`config.mk`:
```
export PLATFORM = sky130hd
export DESIGN_NAME = coco_cycle_capture_flat
export DESIGN_NICKNAME = d
export VERILOG_FILES = /design/src/rtl/coco_cycle_capture_pkg.sv /design/src/rtl/coco_cycle_capture_if.sv /design/src/rtl/coco_evt_fifo.sv /design/src/rtl/coco_cycle_capture.sv /design/src/flat_wrapper.sv
export SDC_FILE = /design/constraint.sdc
export NUM_CORES = 1
export LEC_CHECK = 0
export ABC_CLOCK_PERIOD_IN_PS = 2460
export CAP_MARGIN = 15
export CORE_AREA = 2 2 99 111
export CTS_BUF_LIST = sky130_fd_sc_hd__clkbuf_8
export CTS_CLUSTER_DIAMETER = 30
export DETAILED_ROUTE_END_ITERATION = 10
export DIE_AREA = 0 0 101 113
export GPL_TIMING_DRIVEN = 0
export PLACE_DENSITY = 0.82
export SLEW_MARGIN = 30
export SYNTH_ARGS = -nofsm -noshare
export SYNTH_HDL_FRONTEND = slang
export SYNTH_HIERARCHICAL = 1
export SYNTH_SLANG_ARGS = --single-unit
```
`constraint.sdc`:
```
create_clock -name clock_50 -period 2.46 [get_ports clock_50]
set_clock_uncertainty 0.1 [all_clocks]
set_input_delay 0.369 -clock clock_50 [delete_from_list [all_inputs] [get_ports clock_50]]
set_output_delay 0.369 -clock clock_50 [all_outputs]
set_load 0.03 [all_outputs]
```
`src/rtl/coco_cycle_capture_pkg.sv`:
```
// Shared constants and types for the CoCo cartridge-bus capture front end
// and the cocofdc register logic behind it.
package coco_cycle_capture_pkg;

  // Register window decoded by SCS on the CoCo side
  localparam logic [15:0] CC_REG_BASE = 16'hFF40;
  localparam logic [15:0] CC_REG_LAST = 16'hFF5F;

  // Event field widths
  localparam int unsigned CC_ADDR_BITS  = 5;
  localparam int unsigned CC_DATA_W     = 8;
  localparam int unsigned CC_BUS_ADDR_W = 16;

  // Capture FSM states
  typedef enum logic [1:0] {
    ST_IDLE   = 2'd0,
    ST_HIGH   = 2'd1,
    ST_COMMIT = 2'd2
  } cc_state_e;

  // One sample of the CoCo pins, carried together through the synchroniser
  typedef struct packed {
    logic                     e;
    logic                     scs_n;
    logic                     rw;
    logic [CC_BUS_ADDR_W-1:0] addr;
    logic [CC_DATA_W-1:0]     data;
  } cc_pins_t;

  // Event word width: {rw, addr, data}
  function automatic int unsigned cc_evt_width(input int unsigned addr_bits);
    return addr_bits + 1 + CC_DATA_W;
  endfunction

endpackage

```
`src/rtl/coco_cycle_capture_if.sv`:
```
// CoCo bus pins plus the event-queue consumer side of coco_cycle_capture.
interface coco_cycle_capture_if
  import coco_cycle_capture_pkg::*;
#(
  parameter int unsigned ADDR_BITS = CC_ADDR_BITS,
  parameter int unsigned DEPTH     = 4
);
  localparam int unsigned CW = $clog2(DEPTH) + 1;

  logic                     c_eclk;
  logic                     c_scs_n;
  logic                     c_rw;
  logic [CC_BUS_ADDR_W-1:0] c_addrbus;
  logic [CC_DATA_W-1:0]     c_databus_in;
  logic                     c_power;
  logic                     pop;
  logic                     ovf_clr;
  logic                     evt_valid;
  logic                     evt_rw;
  logic [ADDR_BITS-1:0]     evt_addr;
  logic [CC_DATA_W-1:0]     evt_data;
  logic [CW-1:0]            evt_count;
  logic                     overflow;
  logic [7:0]               drop_count;
  logic                     intr;

  modport master (
    output c_eclk, c_scs_n, c_rw, c_addrbus, c_databus_in, c_power, pop, ovf_clr,
    input  evt_valid, evt_rw, evt_addr, evt_data, evt_count, overflow, drop_count, intr
  );

  modport slave (
    input  c_eclk, c_scs_n, c_rw, c_addrbus, c_databus_in, c_power, pop, ovf_clr,
    output evt_valid, evt_rw, evt_addr, evt_data, evt_count, overflow, drop_count, intr
  );

endinterface

```
`src/rtl/coco_evt_fifo.sv`:
```
// Generic synchronous FIFO with flush; head entry is presented combinationally.
module coco_evt_fifo
  import coco_cycle_capture_pkg::*;
#(
  parameter int unsigned DEPTH = 4,
  parameter int unsigned WIDTH = cc_evt_width(CC_ADDR_BITS)
) (
  input  logic                   clk,
  input  logic                   rst,
  input  logic                   flush,
  input  logic                   push,
  input  logic                   pop,
  input  logic [WIDTH-1:0]       din,
  output logic [WIDTH-1:0]       dout,
  output logic                   full,
  output logic                   empty,
  output logic [$clog2(DEPTH):0] count
);
  localparam int unsigned PW = $clog2(DEPTH);
  localparam int unsigned CW = PW + 1;

  logic [WIDTH-1:0] mem_q [DEPTH];
  logic [WIDTH-1:0] mem_d [DEPTH];
  logic [PW-1:0]    wr_ptr_q, wr_ptr_d;
  logic [PW-1:0]    rd_ptr_q, rd_ptr_d;
  logic [CW-1:0]    count_q, count_d;
  logic             do_push, do_pop;

  // Pointer/count update; pop only when non-empty, push when room or popping
  always_comb begin
    full     = (count_q == CW'(DEPTH));
    empty    = (count_q == '0);
    do_pop   = pop & ~empty;
    do_push  = push & (~full | do_pop);
    mem_d    = mem_q;
    wr_ptr_d = wr_ptr_q;
    rd_ptr_d = rd_ptr_q;
    count_d  = count_q;
    if (flush) begin
      wr_ptr_d = '0;
      rd_ptr_d = '0;
      count_d  = '0;
    end else begin
      if (do_push) begin
        mem_d[wr_ptr_q] = din;
        wr_ptr_d        = wr_ptr_q + 1'b1;
      end
      if (do_pop) begin
        rd_ptr_d = rd_ptr_q + 1'b1;
      end
      case ({do_push, do_pop})
        2'b10:   count_d = count_q + 1'b1;
        2'b01:   count_d = count_q - 1'b1;
        default: count_d = count_q;
      endcase
    end
    dout  = mem_q[rd_ptr_q];
    count = count_q;
  end

  // Storage and pointer registers
  always_ff @(posedge clk) begin
    if (rst) begin
      for (int unsigned i = 0; i < DEPTH; i++) begin
        mem_q[i] <= '0;
      end
      wr_ptr_q <= '0;
      rd_ptr_q <= '0;
      count_q  <= '0;
    end else begin
      mem_q    <= mem_d;
      wr_ptr_q <= wr_ptr_d;
      rd_ptr_q <= rd_ptr_d;
      count_q  <= count_d;
    end
  end

endmodule

```
`src/rtl/coco_cycle_capture.sv`:
```
// CoCo cartridge-bus capture: synchronise pins, filter E, turn each
// SCS-qualified register access into one queued event for the FDC core.
module coco_cycle_capture
  import coco_cycle_capture_pkg::*;
#(
  parameter int unsigned ADDR_BITS   = CC_ADDR_BITS,
  parameter int unsigned DEPTH       = 4,
  parameter int unsigned SYNC_STAGES = 2,
  parameter int unsigned MIN_HIGH    = 8
) (
  input  logic                 clock_50,
  input  logic                 reset,
  coco_cycle_capture_if.slave  bus
);
  localparam int unsigned EW = cc_evt_width(ADDR_BITS);
  localparam int unsigned HW = $clog2(MIN_HIGH + 1);
  localparam int unsigned CW = $clog2(DEPTH) + 1;

  cc_pins_t sync_q [SYNC_STAGES];
  cc_pins_t sync_d [SYNC_STAGES];
  logic     e_s, scs_s, rw_s;
  logic [CC_BUS_ADDR_W-1:0] addr_s;
  logic [CC_DATA_W-1:0]     data_s;
  logic     unused_addr_hi;

  cc_state_e            state_q, state_d;
  logic [HW-1:0]        hi_cnt_q, hi_cnt_d;
  logic                 hold_sel_q, hold_sel_d;
  logic                 hold_rw_q, hold_rw_d;
  logic [ADDR_BITS-1:0] hold_addr_q, hold_addr_d;
  logic [CC_DATA_W-1:0] hold_data_q, hold_data_d;
  logic                 push;
  logic [CC_DATA_W-1:0] push_data;
  logic [EW-1:0]        fifo_din, fifo_dout;
  logic                 fifo_full, fifo_empty;
  logic [CW-1:0]        fifo_count;
  logic                 drop;
  logic                 overflow_q, overflow_d;
  logic [7:0]           drop_cnt_q, drop_cnt_d;

  // Synchroniser chain: all pins travel together so they stay skew-aligned
  always_comb begin
    sync_d[0] = '{e: bus.c_eclk, scs_n: bus.c_scs_n, rw: bus.c_rw,
                  addr: bus.c_addrbus, data: bus.c_databus_in};
    for (int unsigned i = 1; i < SYNC_STAGES; i++) begin
      sync_d[i] = sync_q[i-1];
    end
    e_s            = sync_q[SYNC_STAGES-1].e;
    scs_s          = ~sync_q[SYNC_STAGES-1].scs_n;
    rw_s           = sync_q[SYNC_STAGES-1].rw;
    addr_s         = sync_q[SYNC_STAGES-1].addr;
    data_s         = sync_q[SYNC_STAGES-1].data;
    unused_addr_hi = ^addr_s[CC_BUS_ADDR_W-1:ADDR_BITS];
  end

  // Synchroniser registers
  always_ff @(posedge clock_50) begin
    if (reset) begin
      for (int unsigned i = 0; i < SYNC_STAGES; i++) begin
        sync_q[i] <= '0;
      end
    end else begin
      for (int unsigned i = 0; i < SYNC_STAGES; i++) begin
        sync_q[i] <= sync_d[i];
      end
    end
  end

  // Capture FSM: qualify the E-high width, keep the latest SCS snapshot, commit on the fall
  always_comb begin
    state_d     = state_q;
    hi_cnt_d    = hi_cnt_q;
    hold_sel_d  = hold_sel_q;
    hold_rw_d   = hold_rw_q;
    hold_addr_d = hold_addr_q;
    hold_data_d = hold_data_q;
    push        = 1'b0;
    if (!bus.c_power) begin
      state_d    = ST_IDLE;
      hold_sel_d = 1'b0;
    end else begin
      case (state_q)
        ST_IDLE: begin
          if (e_s) begin
            state_d  = ST_HIGH;
            hi_cnt_d = '0;
          end
        end
        ST_HIGH: begin
          if (e_s) begin
            if (hi_cnt_q < HW'(MIN_HIGH)) begin
              hi_cnt_d = hi_cnt_q + 1'b1;
            end
            if (scs_s) begin
              hold_rw_d   = rw_s;
              hold_addr_d = addr_s[ADDR_BITS-1:0];
              hold_data_d = data_s;
              hold_sel_d  = 1'b1;
            end
          end else begin
            if ((hi_cnt_q >= HW'(MIN_HIGH)) && hold_sel_q) begin
              state_d = ST_COMMIT;
            end else begin
              state_d = ST_IDLE;
            end
            hold_sel_d = 1'b0;
          end
        end
        ST_COMMIT: begin
          push    = 1'b1;
          state_d = ST_IDLE;
        end
        default: state_d = ST_IDLE;
      endcase
    end
  end

  // FSM and hold registers
  always_ff @(posedge clock_50) begin
    if (reset) begin
      state_q     <= ST_IDLE;
      hi_cnt_q    <= '0;
      hold_sel_q  <= 1'b0;
      hold_rw_q   <= 1'b0;
      hold_addr_q <= '0;
      hold_data_q <= '0;
    end else begin
      state_q     <= state_d;
      hi_cnt_q    <= hi_cnt_d;
      hold_sel_q  <= hold_sel_d;
      hold_rw_q   <= hold_rw_d;
      hold_addr_q <= hold_addr_d;
      hold_data_q <= hold_data_d;
    end
  end

  // Event word; reads carry no data
  always_comb begin
    push_data = hold_rw_q ? '0 : hold_data_q;
    fifo_din  = {hold_rw_q, hold_addr_q, push_data};
  end

  coco_evt_fifo #(
    .DEPTH (DEPTH),
    .WIDTH (EW)
  ) u_fifo (
    .clk   (clock_50),
    .rst   (reset),
    .flush (~bus.c_power),
    .push  (push),
    .pop   (bus.pop),
    .din   (fifo_din),
    .dout  (fifo_dout),
    .full  (fifo_full),
    .empty (fifo_empty),
    .count (fifo_count)
  );

  // Drop accounting; a drop in the same cycle as a clear restarts the count at 1
  always_comb begin
    drop       = push & fifo_full & ~bus.pop;
    overflow_d = overflow_q;
    drop_cnt_d = drop_cnt_q;
    if (drop) begin
      overflow_d = 1'b1;
      if (bus.ovf_clr) begin
        drop_cnt_d = 8'd1;
      end else if (drop_cnt_q != 8'hFF) begin
        drop_cnt_d = drop_cnt_q + 8'd1;
      end
    end else if (bus.ovf_clr) begin
      overflow_d = 1'b0;
      drop_cnt_d = '0;
    end
  end

  // Overflow status registers
  always_ff @(posedge clock_50) begin
    if (reset) begin
      overflow_q <= 1'b0;
      drop_cnt_q <= '0;
    end else begin
      overflow_q <= overflow_d;
      drop_cnt_q <= drop_cnt_d;
    end
  end

  // Consumer-side outputs
  always_comb begin
    bus.evt_valid  = ~fifo_empty;
    bus.evt_rw     = fifo_dout[EW-1];
    bus.evt_addr   = fifo_dout[EW-2 -: ADDR_BITS];
    bus.evt_data   = fifo_dout[CC_DATA_W-1:0];
    bus.evt_count  = fifo_count;
    bus.overflow   = overflow_q;
    bus.drop_count = drop_cnt_q;
    bus.intr       = ~fifo_empty | overflow_q;
  end

endmodule

```
`src/flat_wrapper.sv`:
```
// flat-port wrapper written by rule: the top's interface ports become plain ports
module coco_cycle_capture_flat import coco_cycle_capture_pkg::*;
#(
  parameter int unsigned ADDR_BITS   = CC_ADDR_BITS,
  parameter int unsigned DEPTH       = 4,
  parameter int unsigned SYNC_STAGES = 2,
  parameter int unsigned MIN_HIGH    = 8
)
  (clock_50, reset, bus_c_eclk, bus_c_scs_n, bus_c_rw, bus_c_addrbus, bus_c_databus_in, bus_c_power, bus_pop, bus_ovf_clr, bus_evt_valid, bus_evt_rw, bus_evt_addr, bus_evt_data, bus_evt_count, bus_overflow, bus_drop_count, bus_intr);
  coco_cycle_capture_if #(.ADDR_BITS(ADDR_BITS), .DEPTH(DEPTH)) bus_i ();
  input  logic clock_50;
  input  logic reset;
  input wire logic [$bits(bus_i.c_eclk)-1:0] bus_c_eclk;
  input wire logic [$bits(bus_i.c_scs_n)-1:0] bus_c_scs_n;
  input wire logic [$bits(bus_i.c_rw)-1:0] bus_c_rw;
  input wire logic [$bits(bus_i.c_addrbus)-1:0] bus_c_addrbus;
  input wire logic [$bits(bus_i.c_databus_in)-1:0] bus_c_databus_in;
  input wire logic [$bits(bus_i.c_power)-1:0] bus_c_power;
  input wire logic [$bits(bus_i.pop)-1:0] bus_pop;
  input wire logic [$bits(bus_i.ovf_clr)-1:0] bus_ovf_clr;
  output wire logic [$bits(bus_i.evt_valid)-1:0] bus_evt_valid;
  output wire logic [$bits(bus_i.evt_rw)-1:0] bus_evt_rw;
  output wire logic [$bits(bus_i.evt_addr)-1:0] bus_evt_addr;
  output wire logic [$bits(bus_i.evt_data)-1:0] bus_evt_data;
  output wire logic [$bits(bus_i.evt_count)-1:0] bus_evt_count;
  output wire logic [$bits(bus_i.overflow)-1:0] bus_overflow;
  output wire logic [$bits(bus_i.drop_count)-1:0] bus_drop_count;
  output wire logic [$bits(bus_i.intr)-1:0] bus_intr;
  assign bus_i.c_eclk = bus_c_eclk;
  assign bus_i.c_scs_n = bus_c_scs_n;
  assign bus_i.c_rw = bus_c_rw;
  assign bus_i.c_addrbus = bus_c_addrbus;
  assign bus_i.c_databus_in = bus_c_databus_in;
  assign bus_i.c_power = bus_c_power;
  assign bus_i.pop = bus_pop;
  assign bus_i.ovf_clr = bus_ovf_clr;
  assign bus_evt_valid = bus_i.evt_valid;
  assign bus_evt_rw = bus_i.evt_rw;
  assign bus_evt_addr = bus_i.evt_addr;
  assign bus_evt_data = bus_i.evt_data;
  assign bus_evt_count = bus_i.evt_count;
  assign bus_overflow = bus_i.overflow;
  assign bus_drop_count = bus_i.drop_count;
  assign bus_intr = bus_i.intr;
  coco_cycle_capture #(.ADDR_BITS(ADDR_BITS), .DEPTH(DEPTH), .SYNC_STAGES(SYNC_STAGES), .MIN_HIGH(MIN_HIGH)) u_core (.clock_50(clock_50), .reset(reset), .bus(bus_i));
endmodule
```
# After elaboration in Yosys (flattened, before gate mapping)
# Memory sizes are Yosys's and may differ from the RTL's.
# Index checks and enable logic that the tools add are counted.
dict set report totals {
  register_bits 93
  ram_bits 54
  wordCells 99
  memories 1
  out_inout_bits 28
}
dict set report op_classes {
  order_cmp 5
  n_addsub 6
  n_reduce_logical 15
  n_mux 31
  bitwise 15
  n_eq_ne 11
}
# memory depth word_bits rd rd_ports_with_merged_regs write_ports line_no
set memory_table {}
lappend memory_table {u_core.sync_q 2 27 2 0 2 coco_cycle_capture.sv:19} ;# cc_pins_t sync_q [SYNC_STAGES];
# op count
set op_table {}
lappend op_table {{$bwmux 56} 1}
lappend op_table {{$mux 27} 2}
lappend op_table {{$mux 14} 3}
lappend op_table {{$mux 8} 5}
lappend op_table {{$bmux 14 s2} 1}
lappend op_table {{$demux 14 s2} 1}
lappend op_table {{$mux 4} 3}
lappend op_table {{$mux 1} 9}
lappend op_table {{$add 8x1->8 const B} 1}
lappend op_table {{$ne 8x8->1 const B} 1}
lappend op_table {{$pmux 4 s2} 1}
lappend op_table {{$reduce_and 2->1} 4}
lappend op_table {{$reduce_bool 2->1} 4}
lappend op_table {{$ge 3x3->1 const B} 2}
lappend op_table {{$mux 2} 3}
lappend op_table {{$ne 2x1->1 const B} 3}
lappend op_table {{$not 2->3} 2}
lappend op_table {{$pmux 3 s2} 1}
lappend op_table {{$not 1->1} 5}
lappend op_table {{$reduce_and 5->1} 1}
lappend op_table {{$add 2x1->2 const B} 2}
lappend op_table {{$add 4x1->4 const B} 1}
lappend op_table {{$and 1x1->1} 4}
lappend op_table {{$eq 2x1->1 const B} 2}
lappend op_table {{15 further kinds} 21}

# Depth between registers and ports, before layout
# Gate-level depths: netlist (run 1).
dict set report logic_depth {
  depth_word 7
  ltp_mapped 9
}

# By module
# Netlist (run 1), hierarchy kept.
# module instances seq_area_each_um2 cells_per_inst area_each_um2
set modules_own_cells {}
lappend modules_own_cells {coco_evt_fifo 1 1261.2 269 2997.9}
lappend modules_own_cells {coco_cycle_capture 1 1241.2 220 2237.1}

# Worst setup path before layout (run 1)
# Ideal clock, no wire load.
dict set report synth_timing {
  path_type {register to register}
  from {register u_core.u_fifo.count_q[2] (netlist: u_core/u_fifo/count[2])}
  to {register u_core.u_fifo.count_q[2] (netlist: u_core/u_fifo/count[2])}
  arrival_time_ns 2.439
  slack_ns -0.148
  setup_ns 0.070
  required_time_ns 2.290
  stages_incl_launch_ff 10
  cell_sequence {dfxtp_1 > or4b_1 > buf_2 > nand2_1 > ha_1 > inv_1 > fa_1 > xor2_1 > or3_1 > a21oi_1}
}
dict set report synth_between {
  elab_chain_cells 7
}
# item line_no
set synth_lines {}
lappend synth_lines {{start, declared} coco_evt_fifo.sv:26} ;# logic [CW-1:0] count_q, count_d;
lappend synth_lines {{start signal, assigned} coco_evt_fifo.sv:74} ;# count_q <= count_d;
lappend synth_lines {{$logic_not 3->1} coco_evt_fifo.sv:32} ;# empty = (count_q == '0);
lappend synth_lines {{$not 1->1} coco_evt_fifo.sv:33} ;# do_pop = pop & ~empty;
lappend synth_lines {{$and 1x1->1} coco_evt_fifo.sv:33}
lappend synth_lines {{$or 1x1->1} coco_evt_fifo.sv:34} ;# do_push = push & (~full | do_pop);
lappend synth_lines {{$and 1x1->1} coco_evt_fifo.sv:34}
lappend synth_lines {{$eq 2x1->1 / $eq 2x2->1 (equally long branches)} coco_evt_fifo.sv:51} ;# case ({do_push, do_pop})
lappend synth_lines {{$pmux 3 s2 / $reduce_bool 2->1 (equally long branches)} -}
# Parallel ways exist; a longest one is shown, timed or not.
# A chain may end at the register's enable or synchronous reset.

# Final worst setup path (run 1)
dict set report layout_timing {
  from {register u_core.u_fifo.count_q[1] (netlist: u_core/u_fifo/count[1])}
  to {register u_core.u_fifo.count_q[2] (netlist: u_core/u_fifo/count[2])}
}
# Same word-level chain as after synthesis.

==> results of run 1 <==
-- final timing paths --
check / to / depth (start not counted)
setup / recovery: u_core/u_fifo/count[2] / 9
hold / removal: u_core/sync_q[0][10] / 2
setup reg to reg: u_core/u_fifo/count[2] / 9
hold reg to reg: u_core/sync_q[0][33] / 1
-- layer usage --
layer,track usage [%],vias up,share of wire (%)
li1,-,1797,-
met1,22.6,1717,43
met2,32.0,92,50
met3,5.19,14,4.8
met4,7.93,0,1.4
met5,0,-,0
-- sequential cells by signal, summed over array words and instances (netlist names) --
register / cells
u_core/hold_rw_q: 1
u_core/hold_addr_q: 5
u_core/bus.overflow: 1
u_core/hold_data_q: 8
u_core/u_fifo/mem_q: 56
u_core/hold_sel_q: 1
u_core/sync_q: 32
u_core/u_fifo/count: 3
u_core/hi_cnt_q: 4
u_core/state_q: 2
u_core/u_fifo/wr_ptr_q: 2
u_core/u_fifo/rd_ptr_q: 2
u_core/bus.drop_count: 8
-- layout make-up --
type | count | area, sq um
fillers | 850 | 3910
multi-input cells | 323 | 2580
flip-flops and latches | 125 | 2510
repair buffers | 50 | 488
clock buffers | 21 | 289
plain buffers | 26 | 168
well taps | 123 | 154
clock inverters | 11 | 92.6
inverters | 14 | 53.8
-- report_power, final --
| part | total, mW | internal, mW | switching, mW |
|---|---|---|---|
| Sequential | 2.05 | 2.05 | 0.00705 |
| Combinational | 0.115 | 0.0640 | 0.0512 |
| Clock | 1.67 | 0.896 | 0.772 |
| Total | 3.84 | 3.01 | 0.830 |
-- cells by family (layout without fill, tap and decap cells) --
logic type	after synthesis	after routing	share of synthesized area (%)
AND/OR/NAND/NOR	200	200	22.6
XOR/XNOR	2	2	0.335
multiplexers	89	89	20.4
adder cells (fa/ha/maj)	9	9	2.29
flip-flops	125	125	47.8
AO/OA/AOI/OAI	23	23	2.87
buffers and inverters	41	122	3.70
-- cells in the final DEF (no fill, tap or decap), drive strengths merged, types with 2 or more instances in the layout --
| cell type | n |
|---|---|
| clkdlybuf4s50 | 32 |
| or4b | 2 |
| dlygate4sd2 | 7 |
| clkdlybuf4s15 | 7 |
| a21oi | 10 |
| nor4 | 2 |
| ha | 8 |
| inv | 16 |
| nand3b | 2 |
| buf | 12 |
| and3 | 5 |
| nor2 | 33 |
| nand2b | 74 |
| or3 | 4 |
| or2 | 3 |
| xor2 | 2 |
| clkinvlp | 4 |
| mux2i | 75 |
| nand3 | 9 |
| nand2 | 9 |
| nor3b | 2 |
| mux4 | 14 |
| clkbuf | 39 |
| nand4 | 2 |
| nor2b | 42 |
| clkinv | 4 |
| dfxtp | 125 |
| nor3 | 7 |
| o21ai | 7 |
-- critical path: stages (launching register included) --
cell and delay [ns]:
dfxtp_4 0.35, or4b_4 0.51, buf_6 0.15, nand2_8 0.07, ha_4 0.13, inv_1 0.05
fa_2 0.33, xor2_1 0.15, or3_1 0.38, a21oi_2 0.13
-- stage by stage --
stage | utilization (%) | area (sq um) | std cells | hold slack (ns) | worst slack, ns
detailed placement | 57.4 | 5890 | 659 | 0.320 | -0.634
CTS | 61.4 | 6290 | 691 | 0.177 | -0.00840
global placement | 57.4 | 5890 | 659 | 0.323 | -0.593
finish | 61.9 | 6340 | 693 | 0.198 | 0.0467
floorplan | - | 5260 | 489 | 0.314 | 0.0182
global route | 61.9 | 6340 | 693 | 0.205 | 0.000226
-- timing repair --
item / in CTS / in global routing
setup endpoints to repair: 17 / 8
pin swaps: 0 / 2
buffers inserted: 1 / 2
resized for setup: 42 / 7
==> impl_metrics.yaml, run 1 <==
synthesis:
  ys.warnings.count: 6
  synth_edf_count: 0
  synth.largest_area_cell: "dfxtp_1"
  avgSynthCellArea_sq_um: 10.7
  synth.area.top_cells: "dfxtp_1 (48%), mux2i_1 (14%), nand2b_1 (8.8%), mux4_2 (6.0%), nor2b_1 (5.0%)"
  synth_most_common_cell: "dfxtp_1"
  synth_top_area_share_pct: 47.8
  synth_ff_type: "dfxtp_1"
  ys_types: 44
  syn_inst: 489
  synth_nets: 530
  ys_seq_area_share_pct: 47.8
  synth_commonest_cells: "dfxtp_1 (125), mux2i_1 (75), nand2b_1 (74), nor2b_1 (42), nor2_1 (33)"
  synthArstFlopShare_pct: 0
  synth_seq_cells: 125
  syn-cell-area_sq_mm: 0.00524
routing:
  dr.pass1.iters: 4
  vias: 3620
  postRouteAntennaNets: 0
  drc: 0
  wl_per_cell_um: 14.6
  wl_mm: 10.1
  drt_iter0_markers: 93
  viasPerCell: 5.22
sta:
  fin_crit_sh_pct: 98.1
  fin_crit_ns: 2.41
  rsz0062_at_grt: "no"
  fmax_ghz: 0.414
  finalHoldViolCount: 0
  slew_headroom_pct: 67.5
  finalSetupViolCount: 0
  setup_tns_ns: 0
  drv_slew: 0
  worst_slew_pin_slew_ns: 0.488
clock_network:
  numCtsBuffers: 17
  worstSkewPairLatency_ns: 0.42
  cts_root_buffer: "clkbuf_8"
  cts_hold_buffers: 0
  cts.sinks: 125
  clockBufferDepth: 2
  cts_tree: "built"
  htree_levels: 4
  cts.clk_slew.worst_paths_ns: 0.07
floorplan:
  dieArea_sq_mm: 0.0114
  initial_core_util_pct: 51.1
  num_rows: 39
  die_x_um: 101
  dieHeight_um: 113
  num_io_pins: 60
  core_sq_mm: 0.0102
global_routing:
  grt_max_degree: 17
  grt-ovfl-total: 0
  grt_pass1_wl_mm: 16.8
  antenna_found_initial: 0
  grt_use_total_pct: 18.9
  grt_pass1_vias: 3590
cells_and_area:
  drive_above_1_share_pct: 15.1
  fin_nets: 598
  area_growth_pct: 21.1
  diodes: 0
hold_path:
  hold_class: "in -> reg"
  hp-start: "reset"
place:
  port_buffers: 47
  place.gp.congestion: 0.787
  dpl.hpwl_mm: 7.18
worst_setup_path:
  startpoint_type: "flop"
  worstPathRequired_ns: 2.72
  crit_arrival_ns: 2.67
  crit_type: "reg -> reg"
  critical_path.max_fanout: 4
  reg2reg_from: "u_core/u_fifo/count[1]"
  crit_start: "u_core/u_fifo/count[1]"
  r2r_slack_ns: 0.05
  end_kind: "flop"
power:
  p_per_area_mw_per_mm2: 605
  p_total_mw: 3.84
  leakage_nw: 2.53
  max-vdd-ir-drop_mv: 0.353
job:
  drv_cap: 0
status:
  outcome: "completed"
(Power assumes the default switching activity.)
==> run 2, diff against run 1 <==
--- a/config.mk
+++ b/config.mk
@@ -5,15 +5,15 @@
 export SDC_FILE = /design/constraint.sdc
 export NUM_CORES = 1
 export LEC_CHECK = 0
-export ABC_CLOCK_PERIOD_IN_PS = 2460
+export ABC_CLOCK_PERIOD_IN_PS = 2480
 export CAP_MARGIN = 15
-export CORE_AREA = 2 2 99 111
+export CORE_AREA = 2 2 94 105
 export CTS_BUF_LIST = sky130_fd_sc_hd__clkbuf_8
 export CTS_CLUSTER_DIAMETER = 30
 export DETAILED_ROUTE_END_ITERATION = 10
-export DIE_AREA = 0 0 101 113
+export DIE_AREA = 0 0 96 107
 export GPL_TIMING_DRIVEN = 0
-export PLACE_DENSITY = 0.82
+export PLACE_DENSITY = 0.87
 export SLEW_MARGIN = 30
 export SYNTH_ARGS = -nofsm -noshare
 export SYNTH_HDL_FRONTEND = slang
==> constraint.sdc (replaced) <==
create_clock -name clock_50 -period 2.48 [get_ports clock_50]
set_clock_uncertainty 0.1 [all_clocks]
set_input_delay 0.372 -clock clock_50 [delete_from_list [all_inputs] [get_ports clock_50]]
set_output_delay 0.372 -clock clock_50 [all_outputs]
set_load 0.03 [all_outputs]
==> run 2 against run 1 <==
Effect of this change: non-clock buffer count shrank 1; critical path type unchanged; worst setup slack gained 0.030 ns; critical endpoint unchanged; count of clock-buffer cells in the layout shrank 2; fmax grew 0.41%; hold slack lost 0.0048 ns; global-route usage grew 2.5 points; total power shrank 2.1%; core utilization grew 6.3 points; die area shrank 10%.
==> impl_metrics.yaml, run 2 (synthesis results as in run 1) <==
global_routing:
  grt_pass1_wl_mm: 16.9
  antenna_found_initial: 0
  global_route.usage.met3_pct: 5.34
  grt_max_degree: 17
  grt_pass1_vias: 3687
  gr-usage-met1_pct: 25.4
  grt-ovfl-total: 0
  grt_use_total_pct: 21.5
  met2_usage_pct: 36.9
  grt.busiest_layer: "met2"
clock_network:
  cts.clk_slew.worst_paths_ns: 0.08
  cts_tree: "built"
  clockBufferDepth: 2
  cts_hold_buffers: 0
  cts_root_buffer: "clkbuf_8"
  htree_levels: 4
  cts.sinks: 125
  worstSkewPairLatency_ns: 0.42
  numCtsBuffers: 17
worst_setup_path:
  end_kind: "flop"
  crit_type: "reg -> reg"
  critical_path.max_fanout: 4
  startpoint_type: "flop"
  worstPathRequired_ns: 2.73
  crit_arrival_ns: 2.65
  reg2reg_depth: 9
floorplan:
  num_rows: 37
  die_x_um: 96
  core_sq_mm: 0.00921
  num_io_pins: 60
  dieArea_sq_mm: 0.0103
  dieHeight_um: 107
  initial_core_util_pct: 56.8
place:
  dpl.hpwl_mm: 7.15
  port_buffers: 47
  place.gp.congestion: 0.842
  place_inst: 653
power:
  p_total_mw: 3.75
  leakage_nw: 2.52
  p_per_area_mw_per_mm2: 598
  max-vdd-ir-drop_mv: 0.369
sta:
  holdWs_ns: 0.193
  fmax_ghz: 0.416
  finalSetupViolCount: 0
  worst_slew_pin_slew_ns: 0.486
  fin_crit_sh_pct: 96.9
  setup_tns_ns: 0
  slew_headroom_pct: 67.6
  finalHoldViolCount: 0
  fin_crit_ns: 2.40
  drv_slew: 0
routing:
  wl_mm: 10.1
  drc: 0
  vias: 3595
  postRouteAntennaNets: 0
  dr.pass1.iters: 4
  viasPerCell: 5.24
  drt_iter0_markers: 115
  wl_per_cell_um: 14.7
cells_and_area:
  largest_reg_flops: 56
  multi_input_area_sq_mm: 0.00257
  post-route-util_pct: 68.2
  layoutNonFillerInstCount: 686
  biggestRegsByFlops: "u_core/u_fifo/mem_q x56, u_core/sync_q x32"
  diodes: 0
  fillers: 679
  layout_common_cells: "dfxtp_1 (121), mux2i_1 (75), nand2b_1 (74)"
  register_area_sq_mm: 0.00251
  drive_above_1_share_pct: 14.9
  regMostFlops: "u_core/u_fifo/mem_q"
  layout_commonest_cell: "dfxtp_1"
  fin_nets: 597
  area_growth_pct: 20.0
status:
  outcome: "completed"
job:
  drv_cap: 0
hold_path:
  hold_class: "in -> reg"
  worst_hold_path.num_cells: 2
run 2: cell count changes in the layout (fill, tap and decap cells not counted), moves of 2 or more:
cell	change
clkinv_4	+2
clkbuf_8	-2
clkinvlp_4	-3
inv_6	+7
run 2: per-stage QoR:
| step | cell area, sq um | worst slack [ns] |
|---|---|---|
| 2_1_floorplan | 5240 | 0.00711 |
| 3_3_place_gp | 5860 | -0.546 |
| 3_5_place_dp | 5860 | -0.587 |
| 4_1_cts | 6280 | 0.0136 |
| 5_1_grt | 6280 | -0.0000746 |
| 6_report | 6280 | 0.0765 |
run 2: worst max-delay path, cell delays in order (launching register included):
cell and delay, ns:
dfxtp_4 0.36, or4b_4 0.54, buf_6 0.14, nand2_4 0.09, ha_4 0.14, inv_1 0.05
fa_2 0.33, xor2_1 0.15, or3_1 0.31, a21oi_1 0.12
run 2: area by class of cell:
class | count | area share [%]
clock inverter | 13 | 1.65
clock buffer | 19 | 4.16
multi-input combinational | 323 | 40.9
timing repair buffer | 49 | 7.55
tap | 117 | 2.33
sequential | 125 | 40.0
inverter | 14 | 0.856
buffer | 26 | 2.59
run 2: repair_timing:
| action | in CTS | in global routing |
|---|---|---|
| gates resized for setup | 44 | 7 |
| pin swaps | 0 | 1 |
| setup endpoints to repair | 17 | 9 |
| buffers inserted | 1 | 1 |
run 2: per-layer routing:
metal / routed length (um) / vias to the layer above
li1: - / 1782
met1: 4280 / 1727
met2: 5200 / 75
met3: 437 / 11
met4: 134 / 0
met5: 0 / -
run 2: worst paths after layout:
check	from	to	slack [ns]
hold reg to reg	u_core/sync_q[0][8]	u_core/sync_q[0][35]	0.34
setup reg to reg	u_core/u_fifo/count[0]	u_core/u_fifo/count[2]	0.08
setup / recovery	u_core/u_fifo/count[0]	u_core/u_fifo/count[2]	0.08
hold / removal	reset	u_core/sync_q[0][10]	0.19
run 2: power breakdown:
part / switching [mW] / leakage, nW / internal [mW]
Combinational: 0.0504 / 1.32 / 0.0635
Clock: 0.839 / 0.190 / 0.765
Sequential: 0.00700 / 1.02 / 2.03
Total: 0.897 / 2.52 / 2.86
==> run 3, diff against run 2 <==
--- a/config.mk
+++ b/config.mk
@@ -5,15 +5,15 @@
 export SDC_FILE = /design/constraint.sdc
 export NUM_CORES = 1
 export LEC_CHECK = 0
-export ABC_CLOCK_PERIOD_IN_PS = 2480
+export ABC_CLOCK_PERIOD_IN_PS = 3100
 export CAP_MARGIN = 15
-export CORE_AREA = 2 2 94 105
+export CORE_AREA = 2 2 91 102
 export CTS_BUF_LIST = sky130_fd_sc_hd__clkbuf_8
 export CTS_CLUSTER_DIAMETER = 30
 export DETAILED_ROUTE_END_ITERATION = 10
-export DIE_AREA = 0 0 96 107
+export DIE_AREA = 0 0 93 104
 export GPL_TIMING_DRIVEN = 0
-export PLACE_DENSITY = 0.87
+export PLACE_DENSITY = 0.91
 export SLEW_MARGIN = 30
 export SYNTH_ARGS = -nofsm -noshare
 export SYNTH_HDL_FRONTEND = slang
==> constraint.sdc (replaced) <==
create_clock -name clock_50 -period 3.1 [get_ports clock_50]
set_clock_uncertainty 0.1 [all_clocks]
set_input_delay 0.465 -clock clock_50 [delete_from_list [all_inputs] [get_ports clock_50]]
set_output_delay 0.465 -clock clock_50 [all_outputs]
set_load 0.03 [all_outputs]
==> run 3 against run 2 <==
Effect of this change: final cell count fell by 0.58%; sequential share of layout area up 0.31 points; count of clock-buffer cells in the layout shrank 2; non-clock buffer count shrank 1; first-iteration DRC count increased by 36%; sequential power fell by 20%; largest cell class unchanged; largest power group unchanged.
==> impl_metrics.yaml, run 3 (synthesis results as in run 1) <==
hold_path:
  hold_class: "in -> reg"
routing:
  wl_mm: 10.4
  vias: 3672
  drt_iter0_markers: 156
  wl_per_cell_um: 15.3
  dr.pass1.iters: 5
  viasPerCell: 5.38
  drc: 0
  postRouteAntennaNets: 0
clock_network:
  cts_root_buffer: "clkbuf_8"
  clockBufferDepth: 2
  cts_hold_buffers: 0
  worstSkewPairLatency_ns: 0.43
  htree_levels: 4
  cts.sinks: 125
  cts.clk_slew.worst_paths_ns: 0.08
  numCtsBuffers: 17
  cts_tree: "built"
status:
  outcome: "completed"
cells_and_area:
  largest_reg_flops: 56
  post-route-util_pct: 71.9
  layout_common_cells: "dfxtp_1 (125), mux2i_1 (75), nand2b_1 (74)"
  fin_nets: 596
  biggestRegsByFlops: "u_core/u_fifo/mem_q x56, u_core/sync_q x32"
  regMostFlops: "u_core/u_fifo/mem_q"
  drive_above_1_share_pct: 11.8
  diodes: 0
  fillers: 606
  area_growth_pct: 18.7
  layout_commonest_cell: "dfxtp_1"
floorplan:
  num_rows: 36
  dieHeight_um: 104
  dieArea_sq_mm: 0.00967
  die_x_um: 93
  num_io_pins: 60
  initial_core_util_pct: 60.5
  core_sq_mm: 0.00865
sta:
  fmax_ghz: 0.334
  worst_slew_pin_slew_ns: 0.599
  finalHoldViolCount: 0
  drv_slew: 0
  fin_crit_sh_pct: 96.7
  setup_ws_ns: 0.103
  rsz0062_at_grt: "no"
  finalSetupViolCount: 0
  setup_tns_ns: 0
  slew_headroom_pct: 59.8
  holdWs_ns: 0.317
  fin_crit_ns: 3.00
power:
  pwr-share-comb_pct: 3.1
  leakage_nw: 2.46
  p_seq_share_pct: 54.2
  p_per_area_mw_per_mm2: 484
  p_sw_mw: 0.752
  internal_power_mw: 2.26
  clock_power_share_pct: 42.7
  max-vdd-ir-drop_mv: 0.381
  netSwitchingFraction_pct: 25.0
worst_setup_path:
  crit_type: "reg -> out"
  startpoint_type: "flop"
  crit_arrival_ns: 2.43
  critical_path.max_fanout: 10
  end_kind: "output pin"
  crit_path_top_delay_cell: "clkdlybuf4s50_1"
  crit_chain: "clkbuf_1, clkbuf_2, mux4_2, clkdlybuf4s50_1"
  worstPathRequired_ns: 2.53
  critical_path.max_stage_delay_ns: 0.61
place:
  dpl.hpwl_mm: 7.46
  post-place-ws_ns: -0.173
  port_buffers: 47
  place.gp.congestion: 0.781
global_routing:
  antenna_found_initial: 0
  grt_max_degree: 17
  grt_use_total_pct: 22.7
  grt-ovfl-total: 0
  grt_pass1_wl_mm: 17.1
  grt_pass1_vias: 3741
job:
  drv_cap: 0
run 3: cell count changes in the layout (fill, tap and decap cells not counted), moves of 3 or more:
cell / delta
clkdlybuf4s50_1: +15
dlygate4sd2_1: -7
clkdlybuf4s15_2: -6
dfxtp_1: +4
dfxtp_2: -3
inv_8: +3
run 3: stage by stage:
| stage | std cells | total power, mW | area (sq um) |
|---|---|---|---|
| 6_report | 682 | 3.01 | 6220 |
| 5_1_grt | 682 | 3.11 | 6220 |
| 4_1_cts | 682 | 3.02 | 6210 |
| 3_5_place_dp | 650 | 1.76 | 5850 |
| 3_3_place_gp | 650 | 1.76 | 5850 |
| 2_1_floorplan | 489 | 1.72 | 5240 |
run 3: path summary, 6_finish.rpt:
kind,start,end,slack (ns),cells after the start
setup / recovery,u_core/u_fifo/rd_ptr_q[1],bus_evt_addr[3],0.10,4
hold / removal,reset,u_core/sync_q[0][11],0.32,2
setup reg to reg,u_core/u_fifo/count[0],u_core/u_fifo/count[2],0.34,9
hold reg to reg,u_core/sync_q[0][0],u_core/sync_q[0][27],0.34,1
run 3: power by group through the flow:
stage          sequential, mW  clock (mW)  combinational, mW
2_1_floorplan            1.67           0             0.0523
3_3_place_gp             1.67           0             0.0902
3_5_place_dp             1.67           0             0.0934
4_1_cts                  1.63        1.30             0.0939
5_1_grt                  1.63        1.38              0.101
6_report                 1.63        1.28             0.0933
run 3: layer usage:
| metal | vias up | track usage [%] | part of all wire (%) |
|---|---|---|---|
| met2 | 114 | 39.4 | 53 |
| met3 | 16 | 7.32 | 4.8 |
| met1 | 1757 | 25.5 | 41 |
| li1 | 1785 | - | - |
| met5 | - | 0 | 0 |
| met4 | 0 | 9.14 | 1.2 |
run 3: cell type report:
type,count,area (sq um),area share (%)
clock buffers,17,234,3.76
flip-flops and latches,125,2500,40.3
well taps,114,143,2.29
repair buffers,47,470,7.57
clock inverters,15,126,2.03
multi-input cells,323,2540,40.8
inverters,14,53.8,0.866
plain buffers,27,148,2.38
run 3: what timing repair did:
action / 4_1_cts / 5_1_grt
endpoints found under the setup margin: 9 / 5
gates resized for setup: 2 / 1
buffers inserted: 0 / 0
run 3: worst max-delay path, delay by kind of cell, from the launching register on:
kind | cells | cell delay (ns)
flip-flops | 1 | 0.31
multiplexers | 1 | 0.39
buffers and inverters | 3 | 1.31
